File: src/rtl/uart_pkg.sv
// Shared types for the UART receiver: FSM state encoding, byte type, bit timing.
// UART_RX_PARITY_EN adds the PARITY state for the even-parity frame variant.
package uart_pkg;

    typedef logic [7:0] byte_t;

`ifdef UART_RX_PARITY_EN
    typedef enum logic [2:0] {
        S_IDLE   = 3'd0,
        S_START  = 3'd1,
        S_DATA   = 3'd2,
        S_STOP   = 3'd3,
        S_BREAK  = 3'd4,
        S_PARITY = 3'd5
    } state_e;
`else
    typedef enum logic [2:0] {
        S_IDLE  = 3'd0,
        S_START = 3'd1,
        S_DATA  = 3'd2,
        S_STOP  = 3'd3,
        S_BREAK = 3'd4
    } state_e;
`endif

    function automatic int cycles_per_bit(input int freq, input int baud);
        return freq / baud;
    endfunction

endpackage

File: src/rtl/uart_rx_if.sv
// Valid/ready byte stream carrying received data from the FIFO head.
// The master drives data/valid, the slave drives ready.
interface uart_rx_if #(
    parameter int W = 8
);
    logic [W-1:0] data;
    logic         valid;
    logic         ready;

    modport master (output data, output valid, input ready);
    modport slave  (input data, input valid, output ready);
endinterface

File: src/rtl/uart_rx_fifo.sv
// Synchronous FIFO for received bytes; head is presented on a valid/ready stream.
// A write while full is accepted only when a pop happens on the same edge.
module uart_rx_fifo #(
    parameter  int DEPTH = 8,
    parameter  int W     = 8,
    localparam int AW    = $clog2(DEPTH),
    localparam int LW    = AW + 1
) (
    input  logic          clk_i,
    input  logic          rst_i,
    input  logic          push_i,
    input  logic [W-1:0]  wdata_i,
    uart_rx_if.master     out_if,
    output logic          full_o,
    output logic [LW-1:0] level_o
);

    logic [W-1:0]  mem_q [DEPTH];
    logic [AW-1:0] wr_q;
    logic [AW-1:0] rd_q;
    logic [LW-1:0] cnt_q;
    logic          empty;
    logic          pop;
    logic          wr_en;

    assign empty   = (cnt_q == '0);
    assign full_o  = (cnt_q == LW'(DEPTH));
    assign pop     = out_if.ready & ~empty;
    assign wr_en   = push_i & (~full_o | pop);
    assign level_o = cnt_q;

    assign out_if.valid = ~empty;
    assign out_if.data  = empty ? '0 : mem_q[rd_q];

    always_ff @(posedge clk_i) begin
        if (rst_i) begin
            wr_q  <= '0;
            rd_q  <= '0;
            cnt_q <= '0;
        end else begin
            if (wr_en) wr_q <= wr_q + 1'b1;
            if (pop)   rd_q <= rd_q + 1'b1;
            cnt_q <= cnt_q + {{AW{1'b0}}, wr_en} - {{AW{1'b0}}, pop};
        end
    end

    always_ff @(posedge clk_i) begin
        if (wr_en) mem_q[wr_q] <= wdata_i;
    end

endmodule

File: src/rtl/uart_rx.sv
// UART receiver: 2-flop synchronizer, mid-bit sampling FSM, receive FIFO, sticky flags.
// UART_RX_PARITY_EN selects an 11-bit frame with even parity and parity_err_o.
module uart_rx
    import uart_pkg::*;
#(
    parameter  int BAUD       = 115200,
    parameter  int FREQ       = 50000000,
    parameter  int FIFO_DEPTH = 8,
    localparam int LW         = $clog2(FIFO_DEPTH) + 1
) (
    input  logic          clk_i,
    input  logic          rst_i,
    input  logic          rx_i,
    output logic [7:0]    data_o,
    output logic          valid_o,
    input  logic          ready_i,
    output logic [LW-1:0] level_o,
    output logic          frame_err_o,
    output logic          overflow_o,
`ifdef UART_RX_PARITY_EN
    output logic          parity_err_o,
`endif
    input  logic          clear_i
);

    localparam int CPB = cycles_per_bit(FREQ, BAUD);
    localparam int CW  = $clog2(CPB);

    generate
        if (CPB < 4) begin : g_cpb_chk
            $error("uart_rx: FREQ/BAUD must be at least 4");
        end
    endgenerate

    localparam logic [CW-1:0] HALF = CW'(CPB / 2 - 1);
    localparam logic [CW-1:0] LAST = CW'(CPB - 1);

    logic [1:0]    sync_q;
    logic [1:0]    vld_q;
    logic          rx_s;
    logic          armed_q, armed_d;
    state_e        state_q, state_d;
    logic [CW-1:0] cnt_q, cnt_d;
    logic [2:0]    idx_q, idx_d;
    byte_t         sh_q, sh_d;
    logic          ferr_q, ferr_d;
    logic          ov_q, ov_d;
    logic          push;
    logic          pop;
    logic          drop;
    logic          fifo_full;
`ifdef UART_RX_PARITY_EN
    logic          par_q, par_d;
    logic          par_bad;
`endif

    uart_rx_if #(.W(8)) q_if ();

    assign rx_s       = sync_q[1];
    assign q_if.ready = ready_i;
    assign data_o     = q_if.data;
    assign valid_o    = q_if.valid;
    assign pop        = q_if.valid & ready_i;
    assign drop       = push & fifo_full & ~pop;

    uart_rx_fifo #(
        .DEPTH (FIFO_DEPTH),
        .W     (8)
    ) u_fifo (
        .clk_i   (clk_i),
        .rst_i   (rst_i),
        .push_i  (push),
        .wdata_i (sh_q),
        .out_if  (q_if),
        .full_o  (fifo_full),
        .level_o (level_o)
    );

    // A start bit is only accepted once a genuine idle-high line has been
    // seen after reset, so a line still low from an abandoned frame is ignored.
    always_comb begin
        state_d = state_q;
        cnt_d   = cnt_q + 1'b1;
        idx_d   = idx_q;
        sh_d    = sh_q;
        push    = 1'b0;
        ferr_d  = 1'b0;
        armed_d = armed_q | (vld_q[1] & rx_s);
`ifdef UART_RX_PARITY_EN
        par_bad = 1'b0;
`endif
        unique case (state_q)
            S_IDLE: begin
                cnt_d = '0;
                if (armed_q && !rx_s) state_d = S_START;
            end
            S_START: begin
                if (cnt_q == HALF) begin
                    cnt_d   = '0;
                    idx_d   = '0;
                    state_d = rx_s ? S_IDLE : S_DATA;
                end
            end
            S_DATA: begin
                if (cnt_q == LAST) begin
                    cnt_d = '0;
                    sh_d  = {rx_s, sh_q[7:1]};
                    idx_d = idx_q + 1'b1;
`ifdef UART_RX_PARITY_EN
                    if (idx_q == 3'd7) state_d = S_PARITY;
`else
                    if (idx_q == 3'd7) state_d = S_STOP;
`endif
                end
            end
`ifdef UART_RX_PARITY_EN
            S_PARITY: begin
                if (cnt_q == LAST) begin
                    cnt_d   = '0;
                    par_bad = ^{sh_q, rx_s};
                    state_d = S_STOP;
                end
            end
`endif
            S_STOP: begin
                if (cnt_q == LAST) begin
                    cnt_d = '0;
                    if (rx_s) begin
                        push    = 1'b1;
                        state_d = S_IDLE;
                    end else begin
                        ferr_d  = 1'b1;
                        state_d = S_BREAK;
                    end
                end
            end
            S_BREAK: begin
                cnt_d = '0;
                if (rx_s) state_d = S_IDLE;
            end
            default: state_d = S_IDLE;
        endcase
    end

    assign ov_d = (ov_q & ~clear_i) | drop;
`ifdef UART_RX_PARITY_EN
    assign par_d        = (par_q & ~clear_i) | par_bad;
    assign parity_err_o = par_q;
`endif

    always_ff @(posedge clk_i) begin
        if (rst_i) begin
            sync_q  <= 2'b11;
            vld_q   <= 2'b00;
            armed_q <= 1'b0;
            state_q <= S_IDLE;
            cnt_q   <= '0;
            idx_q   <= '0;
            sh_q    <= '0;
            ferr_q  <= 1'b0;
            ov_q    <= 1'b0;
`ifdef UART_RX_PARITY_EN
            par_q   <= 1'b0;
`endif
        end else begin
            sync_q  <= {sync_q[0], rx_i};
            vld_q   <= {vld_q[0], 1'b1};
            armed_q <= armed_d;
            state_q <= state_d;
            cnt_q   <= cnt_d;
            idx_q   <= idx_d;
            sh_q    <= sh_d;
            ferr_q  <= ferr_d;
            ov_q    <= ov_d;
`ifdef UART_RX_PARITY_EN
            par_q   <= par_d;
`endif
        end
    end

    assign frame_err_o = ferr_q;
    assign overflow_o  = ov_q;

endmodule

File: config.mk
export PLATFORM = sky130hd
export DESIGN_NAME = uart_rx
export DESIGN_NICKNAME = d
export VERILOG_FILES = /design/src/rtl/uart_pkg.sv /design/src/rtl/uart_rx_if.sv /design/src/rtl/uart_rx_fifo.sv /design/src/rtl/uart_rx.sv
export SDC_FILE = /design/constraint.sdc
export NUM_CORES = 1
export LEC_CHECK = 0
export ABC_AREA = 0
export CORE_AREA = 2 2 92 116
export CTS_CLUSTER_SIZE = 20
export DETAILED_ROUTE_END_ITERATION = 6
export DIE_AREA = 0 0 94 118
export HOLD_SLACK_MARGIN = 0.02
export SLEW_MARGIN = 20
export SYNTH_ARGS = -nofsm -noshare
export SYNTH_HDL_FRONTEND = slang
export SYNTH_SLANG_ARGS = --single-unit
File: constraint.sdc
create_clock -name clk_i -period 2.63 [get_ports clk_i]
set_input_delay 0.789 -clock clk_i [delete_from_list [all_inputs] [get_ports clk_i]]
set_output_delay 0.789 -clock clk_i [all_outputs]
set_load 0.01 [all_outputs]
Word-level counts from Yosys, hierarchy flattened
Memory sizes are Yosys's and may differ from the RTL's. A register that Yosys moved wholly into a read port is not among the register bits. Index checks and enable logic that the tools add are counted.

Memory bits (writable): 64. Memories: 1. ROM bits: 0. Register bits: 40. Bits in latches: 0. Logic and storage cells: 85. Output and inout bits: 15.

$mul: 0. Shift-type cells: 0. Equal/unequal tests: 14. Div/mod/pow operators: 0. Mux-type cells: 25. Bitwise logic cells: 15. Add/subtract/negate cells: 6. Magnitude comparators: 0. Reductions and logical operators: 11.

Memory list: u_fifo.mem_q (words 8, width 8, rd ports 1, clocked after memory_dff 1, write ports 1, RTL line uart_rx_fifo.sv:18) `logic [W-1:0] mem_q [DEPTH];`.

Operators by type and width (number): $mux 3 (11); $pmux 9 s3 (1); $mux 9 (2); $pmux 3 s5 (1); $ne 2x2->1 const B (6); $add 3x1->3 const B (3); $add 9x1->9 const B (1); $eq 9x8->1 const B (1); $eq 9x9->1 const B (1); $mux 8 (1); $mux 1 (7); $and 1x1->1 (6); $eq 3x2->1 const B (2); $eq 3x3->1 const B (2); $not 1->1 (6); $pmux 3 s2 (1); $reduce_and 6->1 (1); $add 4x1->4 (1); $eq 4x4->1 const B (1); $logic_not 4->1 (1); $reduce_or 2->1 (2); $sub 4x1->4 (1); $eq 3x1->1 const B (1); $logic_not 3->1 (1); other kinds (8) (10).

Longest topological paths before layout
Gate-level depths: netlist of run 1.

Depth in word-level cells: 7. Gate-level depth with buffers: 14. Gate-level depth less buffers: 12.

Modules after synthesis
A second synthesis of run 1 with hierarchy kept.

Cells, all modules: 321. Area total of the unflattened synthesis: 4444.3 um2.

By module, submodules not included: uart_rx_fifo (sequential area each 2182.1 um2, area each 3119.2 um2, cells an instance 178, times used 1); uart_rx (sequential area each 600.6 um2, area each 1325.0 um2, cells an instance 143, times used 1).

Worst setup path after synthesis of run 1
Ideal clock, no wire load.

Kind: flip-flop to flip-flop. From: register cnt_q[0]. To: memory u_fifo.mem_q[0][0] (enable). Stages on the path, launching flop included: 6. Setup slack: 0.118 ns. Buffers on the path: 0. Arrival time: 2.129 ns. Required time: 2.247 ns. Cells stage by stage: dfxtp_1 -> ha_1 -> nand4bb_4 -> or3_4 -> or3_1 -> nor3_1.

Word-level cells in the longest chain between the ends: 6.

RTL lines: start, declared (RTL line uart_rx.sv:43) `logic [CW-1:0] cnt_q, cnt_d;`; start signal, assigned (RTL line uart_rx.sv:170) `cnt_q <= cnt_d;`; $eq 9x9->1 (RTL line uart_rx.sv:126) `if (cnt_q == LAST) begin`; $mux 1 (RTL line uart_rx.sv:126); $mux 1 (RTL line uart_rx.sv:92) `unique case (state_q)`; $and 1x1->1 (RTL line uart_rx_fifo.sv:29) `assign wr_en = push_i & (~full_o | pop);`; $mux 1 (RTL line uart_rx_fifo.sv:48) `if (wr_en) mem_q[wr_q] <= wdata_i;`; $mux 1 (implied by the code) (RTL line uart_rx_fifo.sv:48); end, declared (RTL line uart_rx_fifo.sv:18).

Every way passes these cells.

==> results of run 1 <==
-- worst max-delay path: stages (launching register included) --
cell	delay, ns
dfxtp_4	0.37
buf_12	0.12
buf_6	0.10
mux4_2	0.49
mux2i_1	0.16
nor2_1	0.07
buf_2	0.14
-- per-layer routing --
metal / global-route usage, % / up-vias
met5: 0 / -
met2: 25.1 / 37
li1: - / 1257
met1: 18.5 / 1248
met3: 2.88 / 13
met4: 6.70 / 0
-- registers in the layout, summed over array words and instances (netlist names), named ones only --
register,cells
armed_q,1
cnt_q,9
frame_err_o,1
idx_q,3
overflow_o,1
sh_q,8
state_q,3
sync_q,2
u_fifo.level_o,4
u_fifo.mem_q,64
u_fifo.rd_q,3
u_fifo.wr_q,3
vld_q,2
-- area by class of cell --
| cell class | instances | area (sq um) | share of cell area (%) |
|---|---|---|---|
| clock buffer | 9 | 225 | 4.33 |
| timing repair buffer | 46 | 388 | 7.46 |
| multi-input combinational | 185 | 1530 | 29.4 |
| sequential | 107 | 2790 | 53.6 |
| clock inverter | 7 | 60.1 | 1.16 |
| tap | 129 | 161 | 3.11 |
| inverter | 13 | 48.8 | 0.939 |
-- report_power, final --
group	internal (uW)	switching [uW]	total, uW
combinational	635	521	1160
clock	658	603	1260
sequential	1820	38.9	1860
total	3110	1160	4270
-- through the flow --
step / TNS [ns] / hold slack [ns] / total power (uW) / setup WS [ns]
after floorplan: 0 / 0.389 / 2580 / 0.118
after global placement: -0.635 / 0.392 / 3020 / -0.0500
after detailed placement: -1.79 / 0.399 / 3040 / -0.101
after CTS: -0.126 / 0.415 / 4390 / -0.0569
after global routing: -0.00495 / 0.422 / 4520 / -0.00495
final: 0 / 0.412 / 4270 / 0.0599
-- path summary, 6_finish.rpt --
kind,start,to,slack (ns),depth (start not counted)
hold / removal,sync_q[0],sync_q[1],0.41,1
hold reg to reg,sync_q[0],sync_q[1],0.41,1
setup / recovery,register,data_o[2],0.06,6
setup reg to reg,u_fifo.level_o[0],u_fifo.level_o[2],0.31,11
-- cells by family (layout without fill, tap and decap cells) --
family                   after synthesis  after routing
flip-flops                           107            107
multiplexers                          33             33
XOR/XNOR                              11             11
AO/OA/AOI/OAI                         22             22
AND/OR/NAND/NOR                      105            105
buffers and inverters                 27             75
adder cells (fa/ha/maj)               14             14
-- cells in the final DEF (no fill, tap or decap), types with 2 or more instances in the layout --
| cell | count |
|---|---|
| inv_8 | 2 |
| a41o_1 | 2 |
| edfxtp_1 | 64 |
| buf_4 | 23 |
| clkinvlp_4 | 2 |
| nand2b_1 | 5 |
| o21ai_0 | 2 |
| clkdlybuf4s50_1 | 10 |
| buf_12 | 2 |
| nor2b_1 | 3 |
| nand4b_1 | 2 |
| mux4_2 | 16 |
| ha_1 | 13 |
| a21oi_1 | 8 |
| or2_2 | 3 |
| xnor2_1 | 7 |
| xor2_1 | 4 |
| clkbuf_16 | 9 |
| nor3_1 | 7 |
| mux2i_1 | 17 |
| and3_1 | 3 |
| nand3_1 | 8 |
| inv_1 | 13 |
| dfxtp_1 | 42 |
| buf_6 | 2 |
| a31o_2 | 2 |
| nand2_1 | 9 |
| nor3b_1 | 2 |
| or4_1 | 3 |
| buf_2 | 8 |
| nor4_1 | 4 |
| nor2_1 | 46 |
-- repair_timing --
item	4_1_cts	5_1_grt
resized for setup	38	2
setup endpoints to repair	10	8
setup buffers	5	4
pin swaps	0	1
cloned	1	0
==> results.ini, run 1 <==
[finish]
antennaDiodeCount = 0
num-fill-cells = 869
num-nets-final = 381
final_area_sq_um = 5200
final-instance-count-excl-fill = 496
drive_gt1_share_pct = 21.8
area_growth_pct = 17.5
final_util_pct = 52.0

[logic_synthesis]
ys_top_cells_by_count = edfxtp_1, nor2_1, dfxtp_1, mux2i_1, mux4_2
yosysTopAreaCell = edfxtp_1
synth_xor_xnor_area_share_pct = 2.18
ys_warn_count = 0
synth_area_sq_um = 4420
ys_ff_latch = 107
ys_async_sr_fraction_pct = 0
synth_mux_area_share_pct = 12.0
yosysMostFrequentCell = edfxtp_1
ys_types = 46
ys.flop_type = edfxtp_1
ys_seq_area_share_pct = 62.9
synth_top_area_share_pct = 43.5
synth_area_per_cell_sq_um = 13.9
synth_nets = 338
synthAdderAreaFrac_pct = 4.13
synth_edf_count = 64
synth-compound-area-share_pct = 3.54
synth_top_family_by_area = simple AND/OR/NAND/NOR gates
synth-simple-area-share_pct = 12.6
syn_inst = 319
synthTopCellsByArea = edfxtp_1, dfxtp_1, mux4_2

[clock_network]
ctsHoldBuffers = 0
clock_latency_ns = 0.34
root_buffer = clkbuf_16
cts.sinks = 107
cts_buffers = 9
cts_tree = yes
clk_path_buf_depth = 2
path_clk_slew_ns = 0.07
htree_num_levels = 3

[global_routing]
grt_pass1_vias = 2611
grt_max_degree = 20
antenna_found_initial = 0
grt_pass1_wl_mm = 12.7
grt-ovfl-total = 0
grt_use_total_pct = 15.0

[drt]
wire_per_inst_microns = 15.4
drc = 0
routed-via-count = 2555
route.met3.wl_microns = 173
met2_length_mm = 3.95
antenna_left = 0
firstDrtPassIters = 4
wl_met1_mm = 3.33
topRoutingLayerUsed = met4
drtIter0Drc = 90
vias_per_cell = 5.15
totalWireLength_mm = 7.62

[critical_path]
crit_fanout = 7
critical_path_class = register to output port
endpoint_kind = output port
worstSetupStartpointType = register
required_ns = 1.84
worstPathArrival_ns = 1.78

[timing]
setup_viol = 0
period_share_pct = 97.7
period_minus_slack_ns = 2.57
slew_headroom_pct = 56.5
max_freq_mhz = 389
grt_setup_unrepaired = true
fin_skew_ns = 0.00783
worst_pin_slew_ns = 0.652
finalHoldViolCount = 0
finalMaxSlewViolations = 0

[placed_design]
place_inst = 472
gp_congestion = 0.752
dp_hpwl_mm = 5.23
io_buffers = 19
dpl_cell_area_sq_um = 4880

[status]
status = finished, final reports clean

[floorplanning]
coreArea_sq_um = 10000
io_pins = 20
die-width_microns = 94
die_y_microns = 118
num_rows = 41
start_util_pct = 44.2
dieArea_sq_um = 11100

[pwr]
cellLeakagePower_uw = 0.00187
vdd_drop_max_mv = 0.451
powerDensity_nw_per_um2 = 822

[min_path]
hold_path_class = register to register

[run]
maxCapViolCount = 0

(Power assumes the default switching activity.)
==> run 2, diff against run 1 <==
--- a/config.mk
+++ b/config.mk
@@ -11,6 +11,7 @@
 export DETAILED_ROUTE_END_ITERATION = 6
 export DIE_AREA = 0 0 94 118
 export HOLD_SLACK_MARGIN = 0.02
+export SKIP_CTS_REPAIR_TIMING = 1
 export SLEW_MARGIN = 20
 export SYNTH_ARGS = -nofsm -noshare
 export SYNTH_HDL_FRONTEND = slang
==> run 2 against run 1 <==
Net effect: sequential cell count is the same; power is essentially flat; die area is the same; utilization grew 0.18 points; sequential power is essentially flat; setup slack gained 0.0071 ns; sequential share of layout area shrank 0.18 points; clock skew shrank 0.00074 ns; routed wire length shrank 0.46%; largest power group unchanged; highest routed layer unchanged.
==> results.ini, run 2 (same netlist as run 1, synthesis figures left out) <==
[clock_network]
htree_num_levels = 3
path_clk_slew_ns = 0.07
cts_buffers = 9
cts.sinks = 107
root_buffer = clkbuf_16
clk_path_buf_depth = 2
cts_tree = yes
clock_latency_ns = 0.34

[drt]
firstDrtPassIters = 4
drc = 0
totalWireLength_mm = 7.58
wire_per_inst_microns = 15.5
antenna_left = 0
drtIter0Drc = 81
vias_per_cell = 5.18
routed-via-count = 2532

[global_routing]
grt_pass1_vias = 2577
grt_pass1_wl_mm = 12.5
antenna_found_initial = 0
grt-ovfl-total = 0
grt_max_degree = 20
grt_use_total_pct = 14.7

[floorplanning]
start_util_pct = 44.2
die_y_microns = 118
die-width_microns = 94
dieArea_sq_um = 11100
coreArea_sq_um = 10000
num_rows = 41
io_pins = 20

[critical_path]
endpoint_kind = output port
crit_fanout = 8
worstSetupStartpointType = register
reg2reg_from = u_fifo.level_o[0]
r2r_cells = 11
critical_path_class = register to output port
worstPathArrival_ns = 1.77
reg2reg_slack_ns = 0.31
crit_end = data_o[4]
rr_endpoint = u_fifo.level_o[2]
required_ns = 1.84

[pwr]
cellLeakagePower_uw = 0.00193
powerDensity_nw_per_um2 = 819
vdd_drop_max_mv = 0.450

[timing]
max_freq_mhz = 390
worst_hold_slack_ns = 0.412
finalMaxSlewViolations = 0
period_share_pct = 97.5
finalHoldViolCount = 0
setup_viol = 0
period_minus_slack_ns = 2.56
fin_skew_ns = 0.00709
slew_headroom_pct = 56.6
worst_pin_slew_ns = 0.652

[finish]
drive_gt1_share_pct = 18.1
area_growth_pct = 17.9
num-nets-final = 374
top_register = u_fifo.mem_q
num-fill-cells = 864
layout_commonest_cell = edfxtp_1
final-instance-count-excl-fill = 489
final_cell_mix = edfxtp_1, nor2_1, dfxtp_1, mux2i_1, buf_4
antennaDiodeCount = 0
top_regs = u_fifo.mem_q: 64 flops, cnt_q: 9 flops, sh_q: 8 flops
largest_register_ffs = 64

[run]
maxCapViolCount = 0

[placed_design]
dp_hpwl_mm = 5.23
place_inst = 472
gp_congestion = 0.752
io_buffers = 19

[min_path]
hold_path_class = register to register

[status]
status = finished, final reports clean

run 2: cell count changes in the layout (fill, tap and decap cells not counted):
cell            previous run  this run
clkbuf_16                  9        10
buf_6                      2         0
buf_4                     23        17
dlymetal6s2s_1             1         9
buf_2                      8         0
run 2: final cells by class:
cell class	instances	area (sq um)	area share (%)
Sequential cell	107	2790	53.4
Multi-Input combinational cell	185	1530	29.3
Timing Repair Buffer	39	405	7.77
Clock buffer	9	225	4.32
Tap cell	129	161	3.10
Clock inverter	7	60.1	1.15
Inverter	13	48.8	0.936
run 2: worst min path at each step:
stage	startpoint	end	slack [ns]	depth (start not counted)
after CTS	sync_q[0]	sync_q[1]	0.42	1
after detailed placement	sync_q[0]	sync_q[1]	0.40	1
after floorplan	sync_q[0]	sync_q[1]	0.39	1
final	sync_q[0]	sync_q[1]	0.41	1
after global placement	sync_q[0]	sync_q[1]	0.39	1
after global routing	sync_q[0]	sync_q[1]	0.42	1
run 2: routing by layer:
| metal | share of wire [%] | track usage (%) | up-vias | wire length [microns] |
|---|---|---|---|---|
| met3 | 2.8 | 2.94 | 13 | 216 |
| met2 | 52 | 24.8 | 45 | 3940 |
| met4 | 1.9 | 6.43 | 0 | 144 |
| met5 | 0 | 0 | - | 0 |
| li1 | - | - | 1244 | - |
| met1 | 43 | 18.1 | 1230 | 3290 |
run 2: power breakdown:
part / switching, uW / leakage, uW / total [uW] / internal, uW
Sequential: 44.9 / 0.000943 / 1860 / 1820
Clock: 602 / 0.000136 / 1260 / 658
Combinational: 501 / 0.000851 / 1150 / 645
run 2: worst max-delay path, stage by stage, from the launching register on:
cell	delay [ns]
dfxtp_4	0.39
buf_12	0.15
mux4_2	0.52
mux2i_1	0.15
nor2_1	0.06
dlymetal6s2s_1	0.18
run 2: per-stage QoR:
| step | worst slack, ns | cell area (sq um) | total power (uW) | setup TNS (ns) | utilization [%] |
|---|---|---|---|---|---|
| 4_1_cts | -0.332 | 5160 | 4310 | -2.61 | 51.6 |
| 5_1_grt | -0.00165 | 5220 | 4520 | -0.00165 | 52.1 |
| 3_3_place_gp | -0.0500 | 4880 | 3020 | -0.635 | 48.7 |
| 6_report | 0.0670 | 5220 | 4270 | 0 | 52.1 |
| 2_1_floorplan | 0.118 | 4420 | 2580 | 0 | - |
| 3_5_place_dp | -0.101 | 4880 | 3040 | -1.79 | 48.7 |
